## config.mk

```make
export PLATFORM = sky130hd
export DESIGN_NAME = d5m_sensor_emulator_flat
export DESIGN_NICKNAME = d
export VERILOG_FILES = /design/src/rtl/d5m_sensor_emulator_pkg.sv /design/src/rtl/d5m_sensor_emulator_if.sv /design/src/rtl/d5m_sensor_emulator_pattern_gen.sv /design/src/rtl/d5m_sensor_emulator.sv /design/src/flat_wrapper.sv
export SDC_FILE = /design/constraint.sdc
export NUM_CORES = 1
export LEC_CHECK = 0
export ABC_AREA = 0
export CAP_MARGIN = 10
export CORE_ASPECT_RATIO = 2
export CORE_MARGIN = 2
export CORE_UTILIZATION = 55
export DETAILED_ROUTE_END_ITERATION = 12
export GPL_ROUTABILITY_DRIVEN = 0
export PLACE_DENSITY = 0.78
export SKIP_CTS_REPAIR_TIMING = 1
export SLEW_MARGIN = 10
export SYNTH_ARGS = -nofsm -noshare
export SYNTH_HDL_FRONTEND = slang
export SYNTH_HIERARCHICAL = 1
export SYNTH_SLANG_ARGS = --single-unit
```

## constraint.sdc

```tcl
create_clock -name clk -period 9.95 [get_ports clk]
set_clock_uncertainty 0.2 [all_clocks]
set_input_delay 0.995 -clock clk [delete_from_list [all_inputs] [get_ports clk]]
set_output_delay 0.995 -clock clk [all_outputs]
set_load 0.01 [all_outputs]
```

## src/rtl/d5m_sensor_emulator_pkg.sv

```systemverilog
`default_nettype none
// +--------------------------------------------------------------------+
// | d5m_pkg: shared state encoding and pattern codes for the D5M model  |
// | Rev 1.0                                                            |
// +--------------------------------------------------------------------+
package d5m_pkg;

  typedef logic [1:0] pat_sel_t;

  localparam logic [2:0] ST_IDLE   = 3'd0;
  localparam logic [2:0] ST_FOT    = 3'd1;
  localparam logic [2:0] ST_ACTIVE = 3'd2;
  localparam logic [2:0] ST_HBLANK = 3'd3;
  localparam logic [2:0] ST_LOT    = 3'd4;
  localparam logic [2:0] ST_VBLANK = 3'd5;

  localparam pat_sel_t PAT_COL   = 2'd0;
  localparam pat_sel_t PAT_ROW   = 2'd1;
  localparam pat_sel_t PAT_DIAG  = 2'd2;
  localparam pat_sel_t PAT_CONST = 2'd3;

  localparam logic [7:0] PAT_CONST_VAL = 8'hA5;

endpackage
`default_nettype wire

```

## src/rtl/d5m_sensor_emulator_if.sv

```systemverilog
`default_nettype none
// +--------------------------------------------------------------------+
// | d5m_sensor_emulator_if: control inputs and camera-pin outputs      |
// | Rev 1.0                                                            |
// +--------------------------------------------------------------------+
interface d5m_sensor_emulator_if;
  import d5m_pkg::*;

  logic        enable;
  pat_sel_t    pattern_sel;
  logic        frame_valid;
  logic        line_valid;
  logic [7:0]  data_out;
  logic [15:0] frame_count;
  logic        busy;

  modport master (
    input  enable, pattern_sel,
    output frame_valid, line_valid, data_out, frame_count, busy
  );

  modport slave (
    output enable, pattern_sel,
    input  frame_valid, line_valid, data_out, frame_count, busy
  );

endinterface
`default_nettype wire

```

## src/rtl/d5m_sensor_emulator_pattern_gen.sv

```systemverilog
`default_nettype none
// +--------------------------------------------------------------------+
// | d5m_pattern_gen: combinational test-pattern pixel from position    |
// | Rev 1.0                                                            |
// +--------------------------------------------------------------------+
module d5m_pattern_gen
  import d5m_pkg::*;
#(
  parameter int CW = 12,
  parameter int RW = 11
) (
  input  pat_sel_t       sel_i,
  input  logic [CW-1:0]  col_i,
  input  logic [RW-1:0]  row_i,
  input  logic [7:0]     frame_i,
  output logic [7:0]     pix_o
);

  logic [7:0] w_col8;
  logic [7:0] w_row8;

  // Size casts truncate wide counters and zero-extend narrow ones alike.
  assign w_col8 = 8'(col_i);
  assign w_row8 = 8'(row_i);

  always_comb begin
    pix_o = PAT_CONST_VAL;
    case (sel_i)
      PAT_COL:  pix_o = w_col8;
      PAT_ROW:  pix_o = w_row8;
      PAT_DIAG: pix_o = w_col8 + w_row8 + frame_i;
      default:  pix_o = PAT_CONST_VAL;
    endcase
  end

endmodule
`default_nettype wire

```

## src/rtl/d5m_sensor_emulator.sv

```systemverilog
`default_nettype none
// +--------------------------------------------------------------------+
// | d5m_sensor_emulator: FV/LV/pixel timing generator for D5M bring-up |
// | Rev 1.0                                                            |
// +--------------------------------------------------------------------+
module d5m_sensor_emulator
  import d5m_pkg::*;
#(
  parameter int COLS   = 2592,
  parameter int LINES  = 1944,
  parameter int FOT    = 8,
  parameter int HBLANK = 16,
  parameter int LOT    = 8,
  parameter int VBLANK = 64
) (
  input  logic                  clk,
  input  logic                  rst_n,
  d5m_sensor_emulator_if.master bus
);

  localparam int CW = $clog2(COLS);
  localparam int RW = $clog2(LINES);

  localparam logic [CW-1:0] c_col_last    = CW'(COLS - 1);
  localparam logic [RW-1:0] c_row_last    = RW'(LINES - 1);
  localparam logic [15:0]   c_fot_last    = 16'(FOT - 1);
  localparam logic [15:0]   c_hblank_last = 16'(HBLANK - 1);
  localparam logic [15:0]   c_lot_last    = 16'(LOT - 1);
  localparam logic [15:0]   c_vblank_last = 16'(VBLANK - 1);

  logic [2:0]    state_q,  state_d;
  logic [15:0]   cnt_q,    cnt_d;
  logic [CW-1:0] col_q,    col_d;
  logic [RW-1:0] row_q,    row_d;
  logic          fv_q,     fv_d;
  logic          lv_q,     lv_d;
  logic [7:0]    data_q,   data_d;
  logic [15:0]   fc_q,     fc_d;
  logic          busy_q,   busy_d;
  pat_sel_t      sel_q,    sel_d;
  logic [7:0]    frame_q,  frame_d;
  logic          w_start;
  logic [7:0]    w_pix;

  // enable is only honoured in IDLE and on the last VBLANK cycle.
  assign w_start = bus.enable &&
                   ((state_q == ST_IDLE) ||
                    ((state_q == ST_VBLANK) && (cnt_q == c_vblank_last)));

  always_comb begin
    state_d = state_q;
    cnt_d   = cnt_q;
    col_d   = col_q;
    row_d   = row_q;
    fv_d    = fv_q;
    lv_d    = lv_q;
    fc_d    = fc_q;
    sel_d   = sel_q;
    frame_d = frame_q;

    case (state_q)
      ST_IDLE: begin
        cnt_d = 16'd0;
      end
      ST_FOT: begin
        cnt_d = cnt_q + 16'd1;
        if (cnt_q == c_fot_last) begin
          state_d = ST_ACTIVE;
          lv_d    = 1'b1;
          col_d   = '0;
          cnt_d   = 16'd0;
        end
      end
      ST_ACTIVE: begin
        col_d = col_q + CW'(1);
        if (col_q == c_col_last) begin
          lv_d    = 1'b0;
          col_d   = col_q;
          cnt_d   = 16'd0;
          state_d = (row_q == c_row_last) ? ST_LOT : ST_HBLANK;
        end
      end
      ST_HBLANK: begin
        cnt_d = cnt_q + 16'd1;
        if (cnt_q == c_hblank_last) begin
          state_d = ST_ACTIVE;
          lv_d    = 1'b1;
          col_d   = '0;
          row_d   = row_q + RW'(1);
          cnt_d   = 16'd0;
        end
      end
      ST_LOT: begin
        cnt_d = cnt_q + 16'd1;
        if (cnt_q == c_lot_last) begin
          state_d = ST_VBLANK;
          fv_d    = 1'b0;
          fc_d    = fc_q + 16'd1;
          cnt_d   = 16'd0;
        end
      end
      ST_VBLANK: begin
        cnt_d = cnt_q + 16'd1;
        if (cnt_q == c_vblank_last) begin
          state_d = ST_IDLE;
          cnt_d   = 16'd0;
        end
      end
      default: begin
        state_d = ST_IDLE;
        fv_d    = 1'b0;
        lv_d    = 1'b0;
        cnt_d   = 16'd0;
      end
    endcase

    // Frame start overrides the IDLE / end-of-VBLANK decisions above.
    if (w_start) begin
      state_d = ST_FOT;
      fv_d    = 1'b1;
      cnt_d   = 16'd0;
      col_d   = '0;
      row_d   = '0;
      sel_d   = bus.pattern_sel;
      frame_d = fc_q[7:0];
    end
  end

  // Pixel is computed for the position that will be on the pins next cycle.
  d5m_pattern_gen #(
    .CW (CW),
    .RW (RW)
  ) u_pattern_gen (
    .sel_i   (sel_d),
    .col_i   (col_d),
    .row_i   (row_d),
    .frame_i (frame_d),
    .pix_o   (w_pix)
  );

  assign data_d = lv_d ? w_pix : 8'd0;
  assign busy_d = (state_d != ST_IDLE);

  always_ff @(posedge clk or negedge rst_n) begin
    if (!rst_n) begin
      state_q <= ST_IDLE;
      cnt_q   <= 16'd0;
      col_q   <= '0;
      row_q   <= '0;
      fv_q    <= 1'b0;
      lv_q    <= 1'b0;
      data_q  <= 8'd0;
      fc_q    <= 16'd0;
      busy_q  <= 1'b0;
      sel_q   <= PAT_COL;
      frame_q <= 8'd0;
    end else begin
      state_q <= state_d;
      cnt_q   <= cnt_d;
      col_q   <= col_d;
      row_q   <= row_d;
      fv_q    <= fv_d;
      lv_q    <= lv_d;
      data_q  <= data_d;
      fc_q    <= fc_d;
      busy_q  <= busy_d;
      sel_q   <= sel_d;
      frame_q <= frame_d;
    end
  end

  assign bus.frame_valid = fv_q;
  assign bus.line_valid  = lv_q;
  assign bus.data_out    = data_q;
  assign bus.frame_count = fc_q;
  assign bus.busy        = busy_q;

endmodule
`default_nettype wire

```

## src/flat_wrapper.sv

```systemverilog
// flat-port wrapper written by rule: the top's interface ports become plain ports
module d5m_sensor_emulator_flat import d5m_pkg::*;
#(
  parameter int COLS   = 2592,
  parameter int LINES  = 1944,
  parameter int FOT    = 8,
  parameter int HBLANK = 16,
  parameter int LOT    = 8,
  parameter int VBLANK = 64
)
  (clk, rst_n, bus_enable, bus_pattern_sel, bus_frame_valid, bus_line_valid, bus_data_out, bus_frame_count, bus_busy);
  d5m_sensor_emulator_if bus_i ();
  input  logic clk;
  input  logic rst_n;
  input wire logic [$bits(bus_i.enable)-1:0] bus_enable;
  input wire logic [$bits(bus_i.pattern_sel)-1:0] bus_pattern_sel;
  output wire logic [$bits(bus_i.frame_valid)-1:0] bus_frame_valid;
  output wire logic [$bits(bus_i.line_valid)-1:0] bus_line_valid;
  output wire logic [$bits(bus_i.data_out)-1:0] bus_data_out;
  output wire logic [$bits(bus_i.frame_count)-1:0] bus_frame_count;
  output wire logic [$bits(bus_i.busy)-1:0] bus_busy;
  assign bus_i.enable = bus_enable;
  assign bus_i.pattern_sel = bus_pattern_sel;
  assign bus_frame_valid = bus_i.frame_valid;
  assign bus_line_valid = bus_i.line_valid;
  assign bus_data_out = bus_i.data_out;
  assign bus_frame_count = bus_i.frame_count;
  assign bus_busy = bus_i.busy;
  d5m_sensor_emulator #(.COLS(COLS), .LINES(LINES), .FOT(FOT), .HBLANK(HBLANK), .LOT(LOT), .VBLANK(VBLANK)) u_core (.clk(clk), .rst_n(rst_n), .bus(bus_i));
endmodule
```

==> results_dict.tcl <==
set metrics [dict create \
    antenna_found_initial 0 \
    hold_viol 0 \
    critical_path_class "reg2reg" \
    die-area_um2 9170 \
    cts_tree "yes" \
    max-clock-path-buffers 2 \
    grtUsageTotal 0.285 \
    synthArstFlopShare 1.00 \
    holdWs_ns 0.275 \
    max_freq_ghz 0.189 \
    root_buffer "clkbuf_16" \
    synth_edf_count 0 \
    path_max_fanout 26 \
    diodes 0 \
    die_y_um 133 \
    post_drt_via_cell_ratio 6.34 \
    rsz0062_at_grt "false" \
    drcViolationCount 0 \
    grt_max_degree 80 \
    worstPathArrival_ns 5.31 \
    cp.required_ns 9.98 \
    nNetsFinal 549 \
    maxCapViolations 0 \
    maxSlewViolCount 0 \
    ys_types 56 \
    end_kind "register" \
    io_pins 32 \
    status "completed" \
    p_per_area_nw_per_um2 128 \
    area.growth.synth_to_final_pct 14.5 \
    synthCells 503 \
    ys_warn_count 6 \
    start_kind "register" \
    die_w_um 68.7 \
    numCtsBuffers 9 \
    port_buffers 31 \
    finalCritPeriodShare 0.530 \
    rows 47 \
    syn_area_um2 4610 \
    ir_drop_mv 0.108 \
    maxSlewHeadroom 0.271 \
    setup_tns_ns 0 \
    avgRoutedWirePerCell_um 19.1 \
    period_needed_ns 5.28 \
    synthFlopType "dfrtp_1" \
    vias 3985 \
    worstHoldPathType "reg2reg" \
    synth_nets 526 \
    ant_nets 0 \
    drive_above_1_share 0.0621 \
    ys_seq_area_frac 0.429 \
    power.leakage_nw 2.22 \
    gr-total-overflow 0 \
    wl_um 12000 \
    syn-mean-instance-area_um2 9.16 \
    dp_hpwl_um 8720 \
    coreArea_um2 8230 \
    start_util 0.560 \
    clk_pin_slew_ns 0.06 \
    cts_max_level 3 \
    grt_pass1_vias 4022 \
    setup_violations 0 \
    clkSinkCount 79 \
    initialDrtViolationCount 317 \
    yosys_register_bits 79 \
    grt_first_pass_wirelength_um 19600 \
    tightest_slew_ns 1.09 \
    insertion_delay_ns 0.34 \
    firstDrtPassIters 5 \
]
[cell usage after synthesis (2+ instances only)]
library cell	instances	area (µm²)
a2111oi_0	2	17.5
nand3_1	22	110
nor4bb_1	3	30.0
dfrtp_1	79	1980
o22ai_1	10	62.6
o31ai_1	3	22.5
o211ai_1	2	15.0
mux2_2	2	22.5
a21oi_1	15	75.1
or3_1	5	31.3
o21ai_0	39	195
o22a_1	2	17.5
o31a_1	3	26.3
mux2i_1	6	60.1
xnor2_1	17	149
nor2_1	33	124
a41oi_1	2	17.5
buf_2	9	45.0
ha_1	10	125
nor3_1	17	85.1
o21ai_1	5	25.0
nand2b_1	3	18.8
nor4_1	8	50.1
a211oi_1	5	37.5
xor2_1	18	158
and3_1	6	37.5
and4_1	3	26.3
clkbuf_1	12	45.0
inv_1	18	67.6
nand4_1	18	113
or2_2	3	18.8
nor2b_1	6	37.5
nor3_2	2	20.0
or4_1	7	52.6
a31oi_1	6	37.5
fa_1	8	160
and2_1	12	75.1
nand2_1	63	236
a311oi_1	2	17.5
[layout make-up]
| type | count | area [µm²] |
|---|---|---|
| Inverter | 18 | 67.6 |
| Fill cell | 682 | 2950 |
| Sequential cell | 79 | 1980 |
| Multi-Input combinational cell | 384 | 2470 |
| Tap cell | 98 | 123 |
| Clock inverter | 5 | 61.3 |
| Timing Repair Buffer | 34 | 330 |
| Clock buffer | 11 | 253 |
[worst paths after layout]
kind | from | cells after the start | to | slack, ns
min reg2reg | u_core/bus.frame_count[15] | 1 | u_core/bus.frame_count[15] | 0.27
min in group asynchronous | rst_n | 1 | u_core/cnt_q[1] | 0.59
max in group asynchronous | rst_n | 1 | u_core/cnt_q[14] | 8.27
max | u_core/cnt_q[6] | 14 | u_core/bus.data_out[7] | 4.67
min | u_core/bus.frame_count[15] | 1 | u_core/bus.frame_count[15] | 0.27
max reg2reg | u_core/cnt_q[6] | 14 | u_core/bus.data_out[7] | 4.67
[cells in the final DEF (no fill, tap or decap), drive strengths merged, types with 3 or more instances in the layout]
cell type       n
clkbuf         11
fa              8
o31ai           4
o21ai          44
or2             3
or4             8
nor2           33
xor2           18
clkdlybuf4s50  30
nand2b          3
nor4bb          3
ha             10
nor4            8
mux2i           6
a31oi           6
xnor2          18
and2           12
inv            21
a211oi          5
and4            3
nand3          22
or3             5
nor2b           6
dfrtp          79
nand4          18
o31a            3
nor3           19
and3            6
o22ai          10
buf             4
nand2          63
a21oi          15
[per-layer routing]
layer  GRT usage  vias to the layer above  wire length [µm]
met5           0                        -                 0
met2       0.476                      145              6440
met1       0.319                     1935              4310
met3      0.0389                       55               449
li1            -                     1850                 -
met4       0.195                        0               807
[metrics by stage]
stage	total power [mW]	instances	utilization	instance area, µm²	setup slack, ns
detailed placement	0.335	613	0.603	4960	4.70
global placement	0.335	613	0.603	4960	4.87
floorplan	0.327	503	-	4610	5.40
global route	0.692	629	0.641	5280	4.40
CTS	0.678	629	0.641	5280	4.69
finish	0.675	629	0.641	5280	4.67
[cells by family after synthesis]
family	share of synthesized area
buffers and inverters	0.0358
multiplexers	0.0179
AND/OR/NAND/NOR	0.239
AO/OA/AOI/OAI	0.146
flip-flops	0.429
adder cells (fa/ha/maj)	0.0619
XOR/XNOR	0.0700
[sequential cells by signal, summed over array words and instances (netlist names)]
register                count
u_core/col_q               12
u_core/cnt_q               16
u_core/frame_q              8
u_core/bus.busy             1
u_core/row_q               11
u_core/bus.line_valid       1
u_core/bus.data_out         8
u_core/sel_q                2
u_core/state_q              3
u_core/bus.frame_count     16
u_core/bus.frame_valid      1
[power by group]
part | leakage (nW) | switching, mW | internal (mW)
logic | 1.06 | 0.00625 | 0.00127
registers | 1.00 | 0 | 0.321
clock network | 0.157 | 0.136 | 0.210
total | 2.22 | 0.142 | 0.533
[worst max-delay path: stages, from the launching register on]
cell and delay (ns):
dfrtp_1 0.43, or4_4 0.59, or4_1 0.62, o31ai_4 0.98
nor2_1 0.25, fa_1 0.59, ha_1 0.19, inv_1 0.07
fa_1 0.39, nand2b_1 0.17, a21boi_2 0.16, a311o_1 0.19
xnor2_1 0.11, a21oi_1 0.07, and2_1 0.15
Power figures use the tool's default switching activity.
